==> config.mk <==
export PLATFORM = sky130hd
export DESIGN_NAME = flopenr_write_arbiter
export DESIGN_NICKNAME = d
export VERILOG_FILES = /design/src/rtl/flopenr_write_arbiter.sv
export SDC_FILE = /design/constraint.sdc
export NUM_CORES = 1
export LEC_CHECK = 0
export BUFFER_PORTS_ARGS = -buffer_cell sky130_fd_sc_hd__buf_2
export CORE_MARGIN = 2
export CORE_UTILIZATION = 40
export DETAILED_ROUTE_END_ITERATION = 12
export GPL_ROUTABILITY_DRIVEN = 0
export HOLD_SLACK_MARGIN = 0.12
export PLACE_DENSITY = 0.75
export REMOVE_ABC_BUFFERS = 1
export SYNTH_ARGS = -nofsm -noshare
export SYNTH_HDL_FRONTEND = slang
export SYNTH_SLANG_ARGS = --single-unit
==> constraint.sdc <==
create_clock -name clk -period 1.5 [get_ports clk]
set_input_delay 0.375 -clock clk [delete_from_list [all_inputs] [get_ports clk]]
set_output_delay 0.375 -clock clk [all_outputs]
set_load 0.01 [all_outputs]
==> src/rtl/flopenr_write_arbiter.sv <==
// Round-robin arbiter sharing one flopenr en/d write port among N requesters.
// Define ARB_FIXED_PRIO_EN for fixed priority (index 0 highest, no rotation).
module flopenr_write_arbiter #(
  parameter int N     = 4,
  parameter int WIDTH = 8,
  parameter int IDXW  = $clog2(N)
) (
  input  logic                 clk,
  input  logic                 reset,
  input  logic [N-1:0]         req,
  input  logic [N*WIDTH-1:0]   data,
  input  logic                 ready,
  output logic                 wen,
  output logic [WIDTH-1:0]     wdata,
  output logic [N-1:0]         ack,
  output logic [IDXW-1:0]      grant_idx,
  output logic                 busy
);

  logic [N-1:0]     elig;
  logic             any_elig;
  logic [IDXW-1:0]  win;
  logic [IDXW-1:0]  ptr;
  logic [IDXW:0]    sum;
  logic [IDXW-1:0]  idx;
  logic [WIDTH-1:0] lane [N];

  // A requester acked this cycle is still dropping req; mask it out.
  genvar gi;
  generate
    for (gi = 0; gi < N; gi++) begin : g_lane
      assign elig[gi] = req[gi] & ~ack[gi];
      assign lane[gi] = data[gi*WIDTH +: WIDTH];
    end
  endgenerate

  assign any_elig = |elig;

  always_comb begin
    win = '0;
    sum = '0;
    idx = '0;
    for (int k = N - 1; k >= 0; k--) begin
      sum = {1'b0, ptr} + (IDXW+1)'(k);
      if (sum >= (IDXW+1)'(N)) sum = sum - (IDXW+1)'(N);
      idx = sum[IDXW-1:0];
      // Scanning downward lets the nearest eligible index overwrite later ones.
      if (elig[idx]) win = idx;
    end
  end

`ifdef ARB_FIXED_PRIO_EN
  assign ptr = '0;
`else
  logic [IDXW-1:0] ptr_reg;
  logic [IDXW-1:0] ptr_next;

  assign ptr      = ptr_reg;
  assign ptr_next = (win == IDXW'(N - 1)) ? '0 : win + 1'b1;

  always_ff @(posedge clk or posedge reset) begin
    if (reset) begin
      ptr_reg <= '0;
    end else if (ready && any_elig) begin
      ptr_reg <= ptr_next;
    end
  end
`endif

  always_ff @(posedge clk or posedge reset) begin
    if (reset) begin
      wen       <= 1'b0;
      wdata     <= '0;
      ack       <= '0;
      grant_idx <= '0;
      busy      <= 1'b0;
    end else if (ready && any_elig) begin
      wen       <= 1'b1;
      wdata     <= lane[win];
      ack       <= {{(N-1){1'b0}}, 1'b1} << win;
      grant_idx <= win;
      busy      <= 1'b0;
    end else begin
      wen  <= 1'b0;
      ack  <= '0;
      busy <= ~ready & any_elig;
    end
  end

endmodule
; Word level (Yosys, flattened, before mapping)
; Index checks and enable logic that the tools add are counted.
[word_totals]
reg_bits = 18
latchBits = 0
mem_bits_rw = 0
mem_bits_ro = 0
out_inout_bits = 16
memories = 0
[op_classes]
add_sub_neg = 8
mul = 0
div_mod_pow = 0
n_lt_le_gt_ge = 9
eq_ne = 1
shift = 1
mux = 23
bitwise_logic = 11
n_reduce_logical = 2
[ops]
columns = operator, n
row1 = 2-bit 2-to-1 mux, 9
row2 = 8-bit binary-select mux with 2-bit select, 1
row3 = 8-bit 2-to-1 mux, 2
row4 = "3-bit >= comparator, second input constant", 4
row5 = "2-bit by 3-bit less-than comparator with 1-bit output, second input constant", 4
row6 = 1-bit binary-select mux with 2-bit select, 4
row7 = "2-bit by 1-bit subtractor with 2-bit output, second input constant", 4
row8 = "2-bit by 2-bit adder with 3-bit output, second input constant", 2
row9 = 1-bit 2-to-1 mux, 6
row10 = 1-bit AND, 5
row11 = 1-bit NOT, 5
row12 = 4-bit 2-to-1 mux, 1
row13 = 4-bit OR reduction, 1
row14 = "1-bit by 2-bit left shift with 4-bit output, first input constant", 1
row15 = "2-bit by 1-bit adder with 3-bit output, second input constant", 1
row16 = "2-bit by 3-bit >= comparator with 1-bit output, second input constant", 1
row17 = 2-bit NOT with 3-bit output, 1
row18 = "2-bit by 1-bit adder with 2-bit output, second input constant", 1
row19 = "2-bit equality test, second input constant", 1
row20 = 1-bit logical AND, 1

; Depth between registers and ports, before layout
[depth]
word_depth = 13
depth_mapped = 8
depth_no_buf = 7

; Worst setup path before layout
; No wires, ideal clock.
[synth_path]
path_kind = register to register
start = register ack[2]
end = register wdata[0]
arrival_ps = 1505
t_required_ps = 1360
slack_ps = -145
path_stages_with_launch = 8
path_buffers = 2
synth_period_minus_slack_ps = 1645
cell_sequence = dfrtp_1 nand2b_4 o21ba_1 a22oi_2 buf_6 buf_12 mux2i_1 o221ai_1
[synth_between]
elab_chain_len = 12
[synth_lines]
columns = item, line_no
row1 = from (decl), 15  ; output logic [N-1:0] ack,
row2 = from (signal assigned), 80  ; ack <= {{(N-1){1'b0}}, 1'b1} << win;
row3 = 1-bit NOT *, 32  ; assign elig[gi] = req[gi] & ~ack[gi];
row4 = 1-bit AND *, 32
row5 = 1-bit binary-select mux with 2-bit select, 48  ; if (elig[idx]) win = idx;
row6 = 1-bit 2-to-1 mux (not written as such), 48
row7 = 2-bit 2-to-1 mux (4 in a row), 48
row8 = 2-bit NOT with 3-bit output (not written as such), 79  ; wdata <= lane[win];
row9 = 8-bit binary-select mux with 2-bit select, 79
row10 = 8-bit 2-to-1 mux (not written as such) (2 in a row), 79
row11 = to (signal assigned), 79
row12 = to (decl), 14  ; output logic [WIDTH-1:0] wdata,
; Mark *: on every way between the ends. The rest lies on a longest branch, timed or not. The select of a mux whose other input is x is not followed.
; A chain may end at the register's enable or synchronous reset.

; Worst setup path after layout
[layout_path]
start = register ptr_reg[0] (netlist: ptr[0])
end = register ptr_reg[1] (netlist: ptr[1])
[layout_between]
elab_chain_len = 11
[layout_lines]
columns = item, line_no
row1 = from (decl), 55  ; logic [IDXW-1:0] ptr_reg;
row2 = from (signal assigned), 65  ; ptr_reg <= ptr_next;
row3 = 2-bit by 2-bit adder with 3-bit output, 44  ; sum = {1'b0, ptr} + (IDXW+1)'(k);
row4 = 3-bit >= comparator or 2-bit by 1-bit subtractor with 2-bit output (tied branches), 45  ; if (sum >= (IDXW+1)'(N)) sum = sum - (IDXW+1)'(N);
row5 = 2-bit 2-to-1 mux, 45
row6 = 1-bit binary-select mux with 2-bit select, 48
row7 = 1-bit 2-to-1 mux (not written as such), 48
row8 = 2-bit 2-to-1 mux (3 in a row), 48
row9 = 2-bit 2-to-1 mux *, 48
row10 = 2-bit by 1-bit adder with 2-bit output or 2-bit equality test (tied branches), 59  ; assign ptr_next = (win == IDXW'(N - 1)) ? '0 : win + 1'b1;
row11 = 2-bit 2-to-1 mux *, 59
row12 = via ptr_next[1], 56  ; logic [IDXW-1:0] ptr_next;
; The timed path passes the listed nets; every way through them passes the cells marked *. The select of a mux whose other input is x is not followed.

==> results.toml <==
[layout]
drive_gt1_frac = 0.561
final_nets = 214
fin_cells = 203
largest_register_ffs = 8
reg.largest.list = "wdata (8), ack (4)"
final_cell_mix = "buf_2, dfrtp_1, nand2_1"
diodes = 0
area_growth_pct = 54.6
regMostFlops = "wdata"
final_common_cell = "buf_2"

[die]
io_pins = 55
die_area_mm2 = 0.00306
rows = 18
start_util = 0.425
coreArea_mm2 = 0.00248
dieHeight_um = 55.3
die_width_um = 55.3

[status]
violations = "setup timing"
status = "finished with violations"

[setup_path]
cp_common_cell = "nand2_1"
slowest_stage = "dfrtp_1"
crit_fanout = 3
crit_required_ns = 1.71
crit_type = "register to register"
crit_chain = "nor3b_4 -> a21oi_4 -> a22oi_2 -> buf_6 -> buf_4 -> inv_2 -> ha_2 -> nand2_1 -> nand2_1"
start_kind = "register"
slowest_delay_ns = 0.46
critPathArrivalTime_ns = 1.93
worstSetupEndpointType = "register"

[routing]
drc_errors = 0
wl_um = 2800
wire_per_inst_um = 13.8
vias = 1065
ant_nets = 0
viasPerCell = 5.25
dr.pass1.iters = 2
drt_iter0_drc = 11

[cts]
clock_sinks = 18
htreeDepth = 1
cts.reportedPaths.clkPinSlew_ns = 0.11
ctsRootBufferMaster = "clkbuf_4"
clk_latency_ns = 0.30
cts_tree = "built"
cts_buffers = 3
clockBufferDepth = 2

[global_routing]
grt-ovfl-total = 0
grt_pass1_wl_um = 4450
grt_pass1_vias = 1061
antenna_found_initial = 0
grt_max_degree = 19
grt_use_total = 0.184

[yosys]
yosysWarnings = 0
synth.distinct_cells = 34
ys_ff_latch = 18
synth_sequential_area_ratio = 0.428
synthCells = 100
syn_area_per_cell_um2 = 10.5
synth_area_mm2 = 0.00105

[timing]
holdWs_ns = 0.250
finClkSkew_ns = 0.0110
period_needed_ns = 1.73
max_freq_mhz = 578
hold_viol = 0
tightest_slew_ns = 0.281
finalMaxSlewViolations = 0
fin_ws_ns = -0.230
rsz0062_at_grt = "yes"
fin_tns_setup_ns = -2.47
period_share = 1.15
relSlewSlack = 0.812
setup_violations = 14

[pwr]
power_density_mw_per_mm2 = 1770
ir_drop_uv = 1280
p_leak_nw = 0.877

[run]
maxCapViolCount = 0

[placed_design]
dp_cells = 194
port_buffers = 54
hpwl_um = 2200

[worst_hold_path]
holdCritPathClass = "primary input to register"
final timing paths:
path                                          startpoint                        to  slack (ns)  cells after the start
worst max-delay path                  ptr[0]$_DFFE_PP0P_        ptr[1]$_DFFE_PP0P_       -0.23                      9
worst min-delay path                               ready            busy$_DFF_PP0_        0.25                      2
worst max register to register        ptr[0]$_DFFE_PP0P_        ptr[1]$_DFFE_PP0P_       -0.23                      9
worst min register to register  grant_idx[0]$_DFFE_PP0P_  grant_idx[0]$_DFFE_PP0P_        0.50                      2
max in group asynchronous                          reset          ack[2]$_DFF_PP0_        0.69                      4
min in group asynchronous                          reset      wdata[5]$_DFFE_PP0P_        0.61                      4
per-stage QoR:
stage	area (um2)	utilization	total power [W]	setup WS, ns
3_5_place_dp	1450	0.585	0.00229	-0.303
4_1_cts	1520	0.612	0.00263	-0.217
6_report	1630	0.658	0.00289	-0.230
5_1_grt	1630	0.658	0.00308	-0.295
3_3_place_gp	1450	0.585	0.00222	-0.217
2_1_floorplan	1020	-	0.00165	-0.654
layer usage:
layer / vias up / track usage / part of all wire
li1: 512 / - / -
met1: 501 / 0.199 / 0.41
met2: 46 / 0.330 / 0.50
met3: 6 / 0.0351 / 0.062
met4: 0 / 0.105 / 0.021
met5: - / 0 / 0
power breakdown:
group          total (W)  internal, W  leakage, nW  switching [W]
combinational    0.00176     0.000943        0.632       0.000813
clock           0.000304     0.000148       0.0210       0.000156
sequential      0.000826     0.000677        0.224       0.000149
area by class of cell:
class                   instances  area (um2)
flip-flops and latches         18         450
well taps                      30        37.5
multi-input cells              73         628
clock buffers                   4        36.3
repair buffers                 72         454
inverters                       6        22.5
fillers                       214         848
worst max-delay path: cells and delay by family, from the launching register on:
| family | cells | cell delay, ns |
|---|---|---|
| AO/OA/AOI/OAI | 2 | 0.23 |
| adder cells (fa/ha/maj) | 1 | 0.26 |
| buffers and inverters | 3 | 0.29 |
| flip-flops | 1 | 0.46 |
| AND/OR/NAND/NOR | 3 | 0.41 |
cell families (layout without fill, tap and decap cells):
family | count (synthesis) | count (layout) | synth area share
compound gates | 24 | 24 | 0.200
fa+ha+maj | 1 | 1 | 0.0119
buf+inv | 9 | 82 | 0.0546
flops | 18 | 18 | 0.428
mux | 14 | 14 | 0.133
simple gates | 34 | 34 | 0.173
what timing repair did:
item / in CTS / in global routing
endpoints found under the setup margin: 14 / 16
gates resized for setup: 5 / 14
buffers inserted: 0 / 3
gates cloned: 0 / 1
pin swaps: 1 / 4
hold buffers: 1 / 0
endpoints found under the hold margin: 18 / 0
cells in the mapped netlist, drive strengths merged:
| cell type | count | area share |
|---|---|---|
| dfrtp | 18 | 0.43 |
| nand2 | 18 | 0.064 |
| mux2i | 14 | 0.13 |
| o221ai | 8 | 0.067 |
| inv | 6 | 0.021 |
| nor2 | 5 | 0.018 |
| a21oi | 3 | 0.018 |
| nand2b | 3 | 0.027 |
| nor2b | 3 | 0.020 |
| a221oi | 2 | 0.017 |
| buf | 2 | 0.030 |
| nor3b | 2 | 0.024 |
| o21ai | 2 | 0.0095 |
| a211oi | 1 | 0.012 |
| a21boi | 1 | 0.011 |
| a22oi | 1 | 0.012 |
| a32o | 1 | 0.0095 |
| and3 | 1 | 0.0059 |
| clkbuf | 1 | 0.0036 |
| ha | 1 | 0.012 |
| o2111ai | 1 | 0.0083 |
| o211a | 1 | 0.0095 |
| o21ba | 1 | 0.0095 |
| o22ai | 1 | 0.0059 |
| o31ai | 1 | 0.012 |
| or3 | 1 | 0.0059 |
| or3b | 1 | 0.0083 |
No activity file was read; power rests on OpenSTA's default activity.
